$ cat src/rtl/sc_stream_to_fp.sv
// rtl/sc_stream_to_fp.sv - stochastic bitstream to IEEE-754 single decoder
// Optional sample qualifier bit_valid enabled by defining SC_DEC_STALL_EN.
module sc_stream_to_fp #(
  parameter int N = 8
) (
  input  logic        clk,
  input  logic        rst,
  input  logic        start,
  input  logic        sign_in,
  input  logic [7:0]  exp_in,
  input  logic        bit_in,
`ifdef SC_DEC_STALL_EN
  input  logic        bit_valid,
`endif
  output logic [31:0] P,
  output logic        done
);

  localparam int PAD = 23 - N;

  typedef enum logic [1:0] {IDLE, COUNT, NORM, DONE} state_t;

  state_t             state, state_nxt;
  logic [N:0]         ones;
  logic [N:0]         m;
  logic [N-1:0]       cyc;
  logic signed [9:0]  e;
  logic               sign_q;
  logic [7:0]         exp_q;
  logic               sample_en;
  logic               last_sample;
  logic               norm_fin;
  logic [22:0]        frac;
  logic [31:0]        result;

`ifdef SC_DEC_STALL_EN
  assign sample_en = bit_valid;
`else
  assign sample_en = 1'b1;
`endif

  assign last_sample = (state == COUNT) && sample_en && (cyc == '1);
  assign norm_fin    = (state == NORM) && ((m == '0) || m[N]);

  // Bits below the leading one become the fraction, left-aligned and truncated.
  assign frac = 23'(m[N-1:0]) << PAD;

  always_comb begin
    result = {sign_q, e[7:0], frac};
    if (m == '0 || e <= 10'sd0)
      result = {sign_q, 31'b0};
    else if (e >= 10'sd255)
      result = {sign_q, 8'hFF, 23'b0};
  end

  always_ff @(posedge clk or negedge rst) begin
    if (!rst)
      state <= IDLE;
    else
      state <= state_nxt;
  end

  always_comb begin
    state_nxt = state;
    case (state)
      IDLE, DONE: if (start) state_nxt = COUNT;
      COUNT:      if (last_sample) state_nxt = NORM;
      NORM:       if (norm_fin) state_nxt = DONE;
      default:    state_nxt = IDLE;
    endcase
  end

  always_comb begin
    done = (state == DONE);
  end

  always_ff @(posedge clk or negedge rst) begin
    if (!rst) begin
      ones   <= '0;
      cyc    <= '0;
      m      <= '0;
      e      <= '0;
      sign_q <= 1'b0;
      exp_q  <= 8'd0;
      P      <= 32'd0;
    end else begin
      case (state)
        IDLE, DONE: begin
          if (start) begin
            sign_q <= sign_in;
            exp_q  <= exp_in;
            ones   <= '0;
            cyc    <= '0;
          end
        end
        COUNT: begin
          if (sample_en) begin
            ones <= ones + (N+1)'(bit_in);
            cyc  <= cyc + 1'b1;
            if (cyc == '1) begin
              m <= ones + (N+1)'(bit_in);
              e <= signed'({2'b00, exp_q});
            end
          end
        end
        NORM: begin
          if (norm_fin) begin
            P <= result;
          end else begin
            m <= m << 1;
            e <= e - 10'sd1;
          end
        end
        default: ;
      endcase
    end
  end

endmodule

$ cat config.mk
export PLATFORM = sky130hd
export DESIGN_NAME = sc_stream_to_fp
export DESIGN_NICKNAME = d
export VERILOG_FILES = /design/src/rtl/sc_stream_to_fp.sv
export SDC_FILE = /design/constraint.sdc
export NUM_CORES = 1
export LEC_CHECK = 0
export BUFFER_PORTS_ARGS = -buffer_cell sky130_fd_sc_hd__clkbuf_2
export CAP_MARGIN = 15
export CORE_MARGIN = 2
export CORE_UTILIZATION = 59
export CTS_BUF_LIST = sky130_fd_sc_hd__clkbuf_4 sky130_fd_sc_hd__clkbuf_8
export CTS_CLUSTER_SIZE = 20
export DETAILED_ROUTE_END_ITERATION = 8
export HOLD_SLACK_MARGIN = 0.12
export PLACE_DENSITY = 0.81
export RECOVER_POWER = 50
export SLEW_MARGIN = 5
export SYNTH_ARGS = -nofsm -noshare
export SYNTH_HDL_FRONTEND = slang
export SYNTH_SLANG_ARGS = --single-unit
$ cat constraint.sdc
create_clock -name clk -period 3.5 [get_ports clk]
set_clock_uncertainty 0.05 [all_clocks]
set_input_delay 0.35 -clock clk [delete_from_list [all_inputs] [get_ports clk]]
set_output_delay 0.35 -clock clk [all_outputs]
set_load 0.005 [all_outputs]
# Yosys cells after proc, flatten, opt, wreduce, memory -nomap -nowiden
# Cells that the tools add are included.
[word_totals]
in_bits = 13
latchBits = 0
rom_bits = 0
n_memories = 0
ram_bits = 0
word_cells = 52
out_inout_bits = 33
register_bits = 79
[op_classes]
mul = 0
magnitude_cmp = 2
n_eq_ne = 9
muxes = 16
n_div = 0
bitwise_logic = 0
n_reduce_logical = 14
n_shift = 0
add_sub_neg = 3
[op_table]
columns = ["cell", "n"]
rows = [
  ["two-way mux 31 bit", 2],
  ["one-hot mux 9 bit (2 select lines)", 2],
  ["two-way mux 9 bit", 3],
  ["two-way mux 10 bit", 2],
  ["one-hot mux 10 bit (2 select lines)", 1],
  ["one-hot mux 8 bit (2 select lines)", 1],
  ["greater-or-equal comparator 10 x 9 -> 1 bit (second input constant)", 1],
  ["less-or-equal comparator 10 x 1 -> 1 bit (second input constant)", 1],
  ["subtractor 10 x 2 -> 10 bit (second input constant)", 1],
  ["adder 9 x 1 -> 9 bit", 1],
  ["logical NOT 9 bit", 1],
  ["adder 8 x 1 -> 8 bit (second input constant)", 1],
  ["== test 8 bit (second input constant)", 1],
  ["two-way mux 8 bit", 1],
  ["inequality test 2 bit (second input constant)", 4],
  ["two-way mux 2 bit", 3],
  ["one-hot mux 2 bit (3 select lines)", 1],
  ["AND reduction 2 bit", 3],
  ["AND reduction 3 bit", 2],
  ["== test 2 bit (second input constant)", 2],
  ["nonzero test 2 bit", 2],
  ["== test 2 x 1 -> 1 bit (second input constant)", 1],
  ["logical AND 1 bit", 2],
  ["logical NOT 2 bit", 1],
  ["3 further kinds", 4],
]

# Longest topological paths before layout
# Gate-level depths: netlist of the first run.
[logic_depth]
depth_word = 5
ltp_mapped = 8
mapped_depth_nobuf = 6

# Worst setup path after synthesis of the first run
# No wires, ideal clock.
[synth_path]
path_kind = "register to register"
startpoint = "register state[0]"
endpoint = "register m[4]"
required_time_ns = 3.324
arrival_ns = 1.770
synth_period_minus_slack_ns = 1.946
path_buffers = 2
setup_time_ns = 0.126
path_stages_with_launch = 9
slack_ns = 1.554
cell_sequence = "dfrtp_1 > inv_1 > ha_1 > buf_4 > nor2b_1 > o21a_4 > o21ai_4 > buf_6 > a221o_1"
[synth_via]
elab_chain_len = 4
[synth_lines]
columns = ["item", "line", "rtl"]
rows = [
  ["from (decl)", "23", "state_t state, state_nxt;"],
  ["from (signal assigned)", "60", "state <= state_nxt;"],
  ["== test 2 bit", "43, 87", ""],
  ["logical AND 1 bit", "43", "assign norm_fin = (state == NORM) && ((m == '0) || m[N]);"],
  ["inequality test 2 bit (no source line)", "-", ""],
  ["AND reduction 3 bit (no source line)", "-", ""],
  ["to (signal assigned)", "101", "m <= ones + (N+1)'(bit_in);"],
  ["to (signal assigned)", "110", "m <= m << 1;"],
  ["to (decl)", "25", "logic [N:0] m;"],
]
# Several ways; a longest one is shown, not always the timed one.
# A chain may end at the register's enable or synchronous reset.

# Final worst setup path of the first run
[layout_path]
startpoint = "register state[0]"
endpoint = "register m[7]"
# The elaborated chain is that of the path after synthesis.

==> impl_metrics.csv, run 1 <==
group,metric,value,unit
clock_tree,cts_buffer_depth,2,
global_route,grt_max_degree,38,
timing,maxSlewHeadroom,0.806,%
synth,netlist_area,3540,µm²
route,ant_nets,0,
synth,synthArstFlopShare,100,%
finish,final_common_cell,"dfrtp_1",
worst_setup_path,crit_path_start_kind,"flop",
route,wirelength,7340,µm
timing,fmax,0.420,GHz
global_route,antenna_found_initial,0,
synth,synth.top_cell.area_share,45.2,%
route,vias,2699,
clock_tree,htreeDepth,3,
worst_setup_path,worstPathRequired,3680,ps
synth,synth-seq-cells,64,
clock_tree,cts.sinks,64,
route,routedWlPerCell,16.3,µm
global_route,first_global_vias,2507,
place,place_congestion,0.918,
timing,period_share,68.0,%
timing,rsz0062_at_grt,"false",
power,vdd_drop_max,0.000422,V
route,drc,0,
power,cellPowerDensity,737,nW/µm²
worst_setup_path,crit_path_max_fanout,20,
floorplanning,num_rows,28,
synth,synth_area_per_cell,10.3,µm²
route,firstDrtPassIters,4,
worst_setup_path,cp.arrival,2560,ps
synth,yosys_most_used_dff,"dfrtp_1",
finish,final_cell_mix,"dfrtp_1, o21ai_0, nor2_1, nand2_1, clkbuf_2",
floorplanning,fp.dieArea,6640,µm²
clock_tree,clk_latency,350,ps
route,wl_met2,3450,µm
timing,drv_slew,0,
place,hpwl,5160,µm
route,met3_length,385,µm
route,highest_layer,"met4",
clock_tree,path_clk_slew,80,ps
synth,yosysTopAreaCell,"dfrtp_1",
synth,yosysSeqAreaShare,45.2,%
route,vias_per_cell,5.98,
synth,yosys_warnings,0,
floorplanning,die_h,81.5,µm
finish,n_antenna_cell,0,
power,p_leak,1.70,nW
synth,yosys-top-cells-area,"dfrtp_1, o21ai_0, mux2_2",
synth,ys_types,60,
finish,drive_above_1_share,16.0,%
synth,synthCells,345,
place,io_buffers,30,
finish,nets,393,
clock_tree,postCtsSetupBuffers,0,
finish,area_growth,8.19,%
floorplanning,initial_utilization,60.6,%
global_route,grt_pass1_wl,12100,µm
status,outcome,"finished clean",
timing,worst_pin_slew,1490,ps
clock_tree,root_buffer,"clkbuf_8",
min_path,min_path_type,"primary input to flop",
timing,whs,176,ps
floorplanning,coreArea,5850,µm²
timing,period_needed,2380,ps
synth,synth_edf_count,0,
worst_setup_path,path_class,"flop to flop",
floorplanning,die_w,81.5,µm
route,wl_met1,3410,µm
route,drt_iter0_drc,204,
clock_tree,cts_buffers,9,
timing,hold_viol_final,0,
floorplanning,ioPinCount,46,
global_route,overflow,0,
clock_tree,cts_tree,"built",
worst_setup_path,worstSetupEndpointType,"flop",
timing,tns,0,ps
timing,setup_violations,0,
run,drv_cap,0,
global_route,grt_use_total,23.9,%
==> area by class of cell <==
type | count | area [µm²]
Fill cell | 495 | 2020
Multi-Input combinational cell | 250 | 1750
Clock buffer | 9 | 124
Timing Repair Buffer | 34 | 166
Inverter | 12 | 45.0
Sequential cell | 64 | 1600
Clock inverter | 7 | 56.3
Tap cell | 75 | 93.8
==> metal layers <==
layer | global-route usage, % | vias up
li1 | - | 1319
met1 | 32.2 | 1300
met2 | 38.2 | 72
met3 | 4.95 | 8
met4 | 8.64 | 0
met5 | 0 | -
==> stage by stage <==
| step | utilization, % | area [µm²] | instances | power (W) | setup slack (ps) |
|---|---|---|---|---|---|
| 3_3_place_gp | 62.6 | 3660 | 434 | 0.00222 | 1240 |
| 6_report | 65.5 | 3830 | 451 | 0.00283 | 1120 |
| 4_1_cts | 65.8 | 3850 | 451 | 0.00284 | 1130 |
| 2_1_floorplan | - | 3600 | 359 | 0.00199 | 1550 |
| 5_1_grt | 65.5 | 3830 | 451 | 0.00303 | 979 |
| 3_5_place_dp | 62.6 | 3660 | 434 | 0.00226 | 1160 |
==> Yosys cell counts, types with 2 or more instances <==
cell,count
a32oi_1,3
o221ai_1,2
nor3_1,5
o22ai_1,5
mux2i_1,12
nand2_1,18
nor2b_1,5
nand4_1,3
nor4_1,3
a2bb2oi_1,3
or4_4,2
inv_1,12
o21ai_0,26
or3_1,6
nand2b_1,6
mux2_2,11
o2bb2ai_1,8
nor2_1,23
dfrtp_1,64
nand3_1,13
a21o_1,5
a31o_2,2
a221o_1,10
buf_2,3
clkbuf_1,9
buf_6,2
buf_1,3
a22o_1,11
and4b_1,2
a221oi_1,4
o21ai_4,2
buf_4,16
a21oi_1,7
xnor2_1,5
ha_1,9
==> cells by family (layout without fill, tap and decap cells) <==
group,count (synthesis),count (layout),synth area share (%)
AND/OR/NAND/NOR,94,94,13.9
other,1,15,0.106
buffers and inverters,45,62,6.99
AO/OA/AOI/OAI,103,103,22.3
multiplexers,23,23,6.88
XOR/XNOR,6,6,1.48
flip-flops,64,64,45.2
adder cells (fa/ha/maj),9,9,3.18
==> path summary, 6_finish.rpt <==
| check | endpoint | cells after the start | slack (ps) | startpoint |
|---|---|---|---|---|
| setup / recovery | m[7] | 6 | 1120 | state[0] |
| hold / removal | exp_q[7] | 2 | 180 | exp_in[7] |
| setup reg to reg | m[7] | 6 | 1120 | state[0] |
| hold reg to reg | P[30] | 1 | 440 | P[30] |
| max in group asynchronous | exp_q[2] | 3 | 1360 | rst |
| min in group asynchronous | P[16] | 2 | 830 | rst |
==> power breakdown <==
| group | leakage (nW) | internal (W) | switching [W] |
|---|---|---|---|
| clock | 0.0898 | 0.000262 | 0.000311 |
| combinational | 0.782 | 0.000474 | 0.000657 |
| sequential | 0.824 | 0.000936 | 0.000186 |
==> what timing repair did <==
action	4_1_cts	5_1_grt
endpoints found under the hold margin	27	0
hold buffers	1	0
gates resized for setup	0	0
==> state kept, by name, summed over array words and instances, names as in the netlist <==
signal  cells
P          17
e          10
m           9
ones        9
cyc         8
exp_q       8
state       2
sign_q      1
==> critical path, stage by stage, from the launching register on <==
cell and delay, ps:
dfrtp_1 420, inv_1 90, ha_1 580, nor2b_1 390, o21a_4 240, o21ai_4 110, a221o_1 380
(Power assumes the default switching activity.)
==> run 2, diff against run 1 <==
- CORE_UTILIZATION: 59 -> 54
- PLACE_DENSITY: 0.81 -> 0.78
- clock period: 3.5 -> 2.05 ns (I/O delays scaled with it)
==> run 2 against run 1 <==
Effect of this change:
- utilization is 0.70 points lower
- critical path depth is 2 lower
- final area is 7.4% higher
- combinational power is 97% higher
- register-to-register slack worse by 1000 ps
- worst hold slack better by 73 ps
- via count is 6.2% higher
- die area is 8.8% higher
- worst setup slack worse by 1000 ps
- global-route usage is 1.4 points lower
- non-clock buffer count is 23 higher
- critical path type unchanged
==> impl_metrics.csv, run 2 (synthesis results as in run 1) <==
group,metric,value,unit
worst_setup_path,cp_slowest_cell,"or4_4",
worst_setup_path,crit_path_max_fanout,11,
finish,drive_above_1_share,20.9,%
route,routedWlPerCell,16.2,µm
finish,nets,416,
worst_setup_path,cp.arrival,2110,ps
global_route,grt_use_total,22.5,%
power,vdd_drop_max,0.000769,V
clock_tree,cts_buffers,9,
finish,final_cell_mix,"dfrtp_1, o21ai_0, nor2_1, clkbuf_2, nand2_1",
worst_setup_path,cp_slowest_stage_delay,600,ps
place,pre_cts_ws,107,ps
timing,drv_slew,0,
timing,hold_viol_final,0,
worst_setup_path,reg2reg_slack,90,ps
finish,top_regs,"P: 17 flops, e: 10 flops",
power,cellPowerDensity,1310,nW/µm²
timing,worst_pin_slew,1080,ps
clock_tree,htreeDepth,3,
finish,largest_reg_flops,17,
finish,final_common_cell,"dfrtp_1",
min_path,min_path_type,"primary input to flop",
clock_tree,clk_latency,340,ps
timing,period_share,95.5,%
global_route,overflow,0,
worst_setup_path,path_class,"flop to flop",
place,dpl-instance-area,3790,µm²
finish,final_area,4120,µm²
run,drv_cap,0,
timing,setup_violations,0,
place,io_buffers,30,
route,wirelength,7680,µm
finish,n_antenna_cell,0,
clock_tree,cts_buffer_depth,2,
floorplanning,die_w,85.0,µm
worst_setup_path,crit_chain,"or4_4 > o21a_4 > o21ai_4 > o22ai_1",
timing,rsz0062_at_grt,"false",
place,place_congestion,0.929,
timing,period_needed,1960,ps
floorplanning,num_rows,29,
power,p_leak,1.85,nW
route,vias,2867,
finish,regMostFlops,"P",
global_route,first_global_vias,2710,
route,ant_nets,0,
worst_setup_path,worstPathRequired,2200,ps
route,drt_iter0_drc,203,
floorplanning,die_h,85.0,µm
place,hpwl,5420,µm
timing,layout_setup_ws,93.2,ps
floorplanning,initial_utilization,55.8,%
floorplanning,coreArea,6350,µm²
worst_setup_path,worstSetupEndpointType,"flop",
worst_setup_path,path_buf_inv,0,
global_route,grt_pass1_wl,12800,µm
worst_setup_path,crit_path_start_kind,"flop",
global_route,antenna_found_initial,0,
floorplanning,ioPinCount,46,
route,vias_per_cell,6.04,
route,drc,0,
floorplanning,fp.dieArea,7230,µm²
timing,fmax,0.511,GHz
global_route,grt_max_degree,48,
timing,maxSlewHeadroom,27.7,%
finish,area_growth,16.2,%
clock_tree,root_buffer,"clkbuf_8",
clock_tree,path_clk_slew,70,ps
clock_tree,cts_tree,"built",
status,outcome,"finished clean",
timing,tns,0,ps
worst_setup_path,crit_family,"compound AO/OA/AOI/OAI gates",
clock_tree,cts.sinks,64,
route,firstDrtPassIters,4,
run 2: area by class of cell:
cell class,instances,area (µm²)
fill,506,2230
multi-input combinational,250,1760
sequential,64,1600
timing repair buffer,57,394
clock buffer,12,159
tap,77,96.3
clock inverter,3,65.1
inverter,12,45.0
run 2: report_power, final:
group	switching, W	internal, W	leakage [nW]
Combinational	0.00120	0.00104	0.912
Clock	0.000471	0.000756	0.116
Sequential	0.000319	0.00160	0.824
run 2: through the flow:
stage / cells / hold WS, ps / power, W / utilization, %
6_report: 475 / 249 / 0.00538 / 64.8
2_1_floorplan: 359 / -141 / 0.00339 / -
5_1_grt: 475 / 279 / 0.00571 / 64.8
3_3_place_gp: 450 / 142 / 0.00404 / 59.7
4_1_cts: 475 / 248 / 0.00535 / 64.8
3_5_place_dp: 450 / 142 / 0.00411 / 59.7
run 2: worst min-delay path: cells and delay by family:
kind / cells / cell delay [ps]
compound gates: 2 / 190
buf+inv: 1 / 200
run 2: metal layers:
| layer | track usage [%] | vias up | wire length, µm |
|---|---|---|---|
| li1 | - | 1365 | - |
| met1 | 29.1 | 1409 | 3490 |
| met2 | 37.0 | 80 | 3680 |
| met3 | 4.38 | 13 | 369 |
| met4 | 9.52 | 0 | 144 |
| met5 | 0 | - | 0 |
run 2: path summary, 6_finish.rpt:
kind	startpoint	end	depth (start not counted)
setup reg to reg	m[6]	e[0]	4
hold reg to reg	P[29]	P[29]	1
min in group asynchronous	rst	P[21]	2
hold / removal	start	cyc[4]	3
max in group asynchronous	rst	cyc[7]	3
setup / recovery	m[6]	e[0]	4
run 2: repair_timing:
item,in CTS,in global routing
hold endpoints to repair,26,0
hold buffers,10,0
buffers inserted,0,0
setup endpoints to repair,0,1
gates resized for setup,0,4
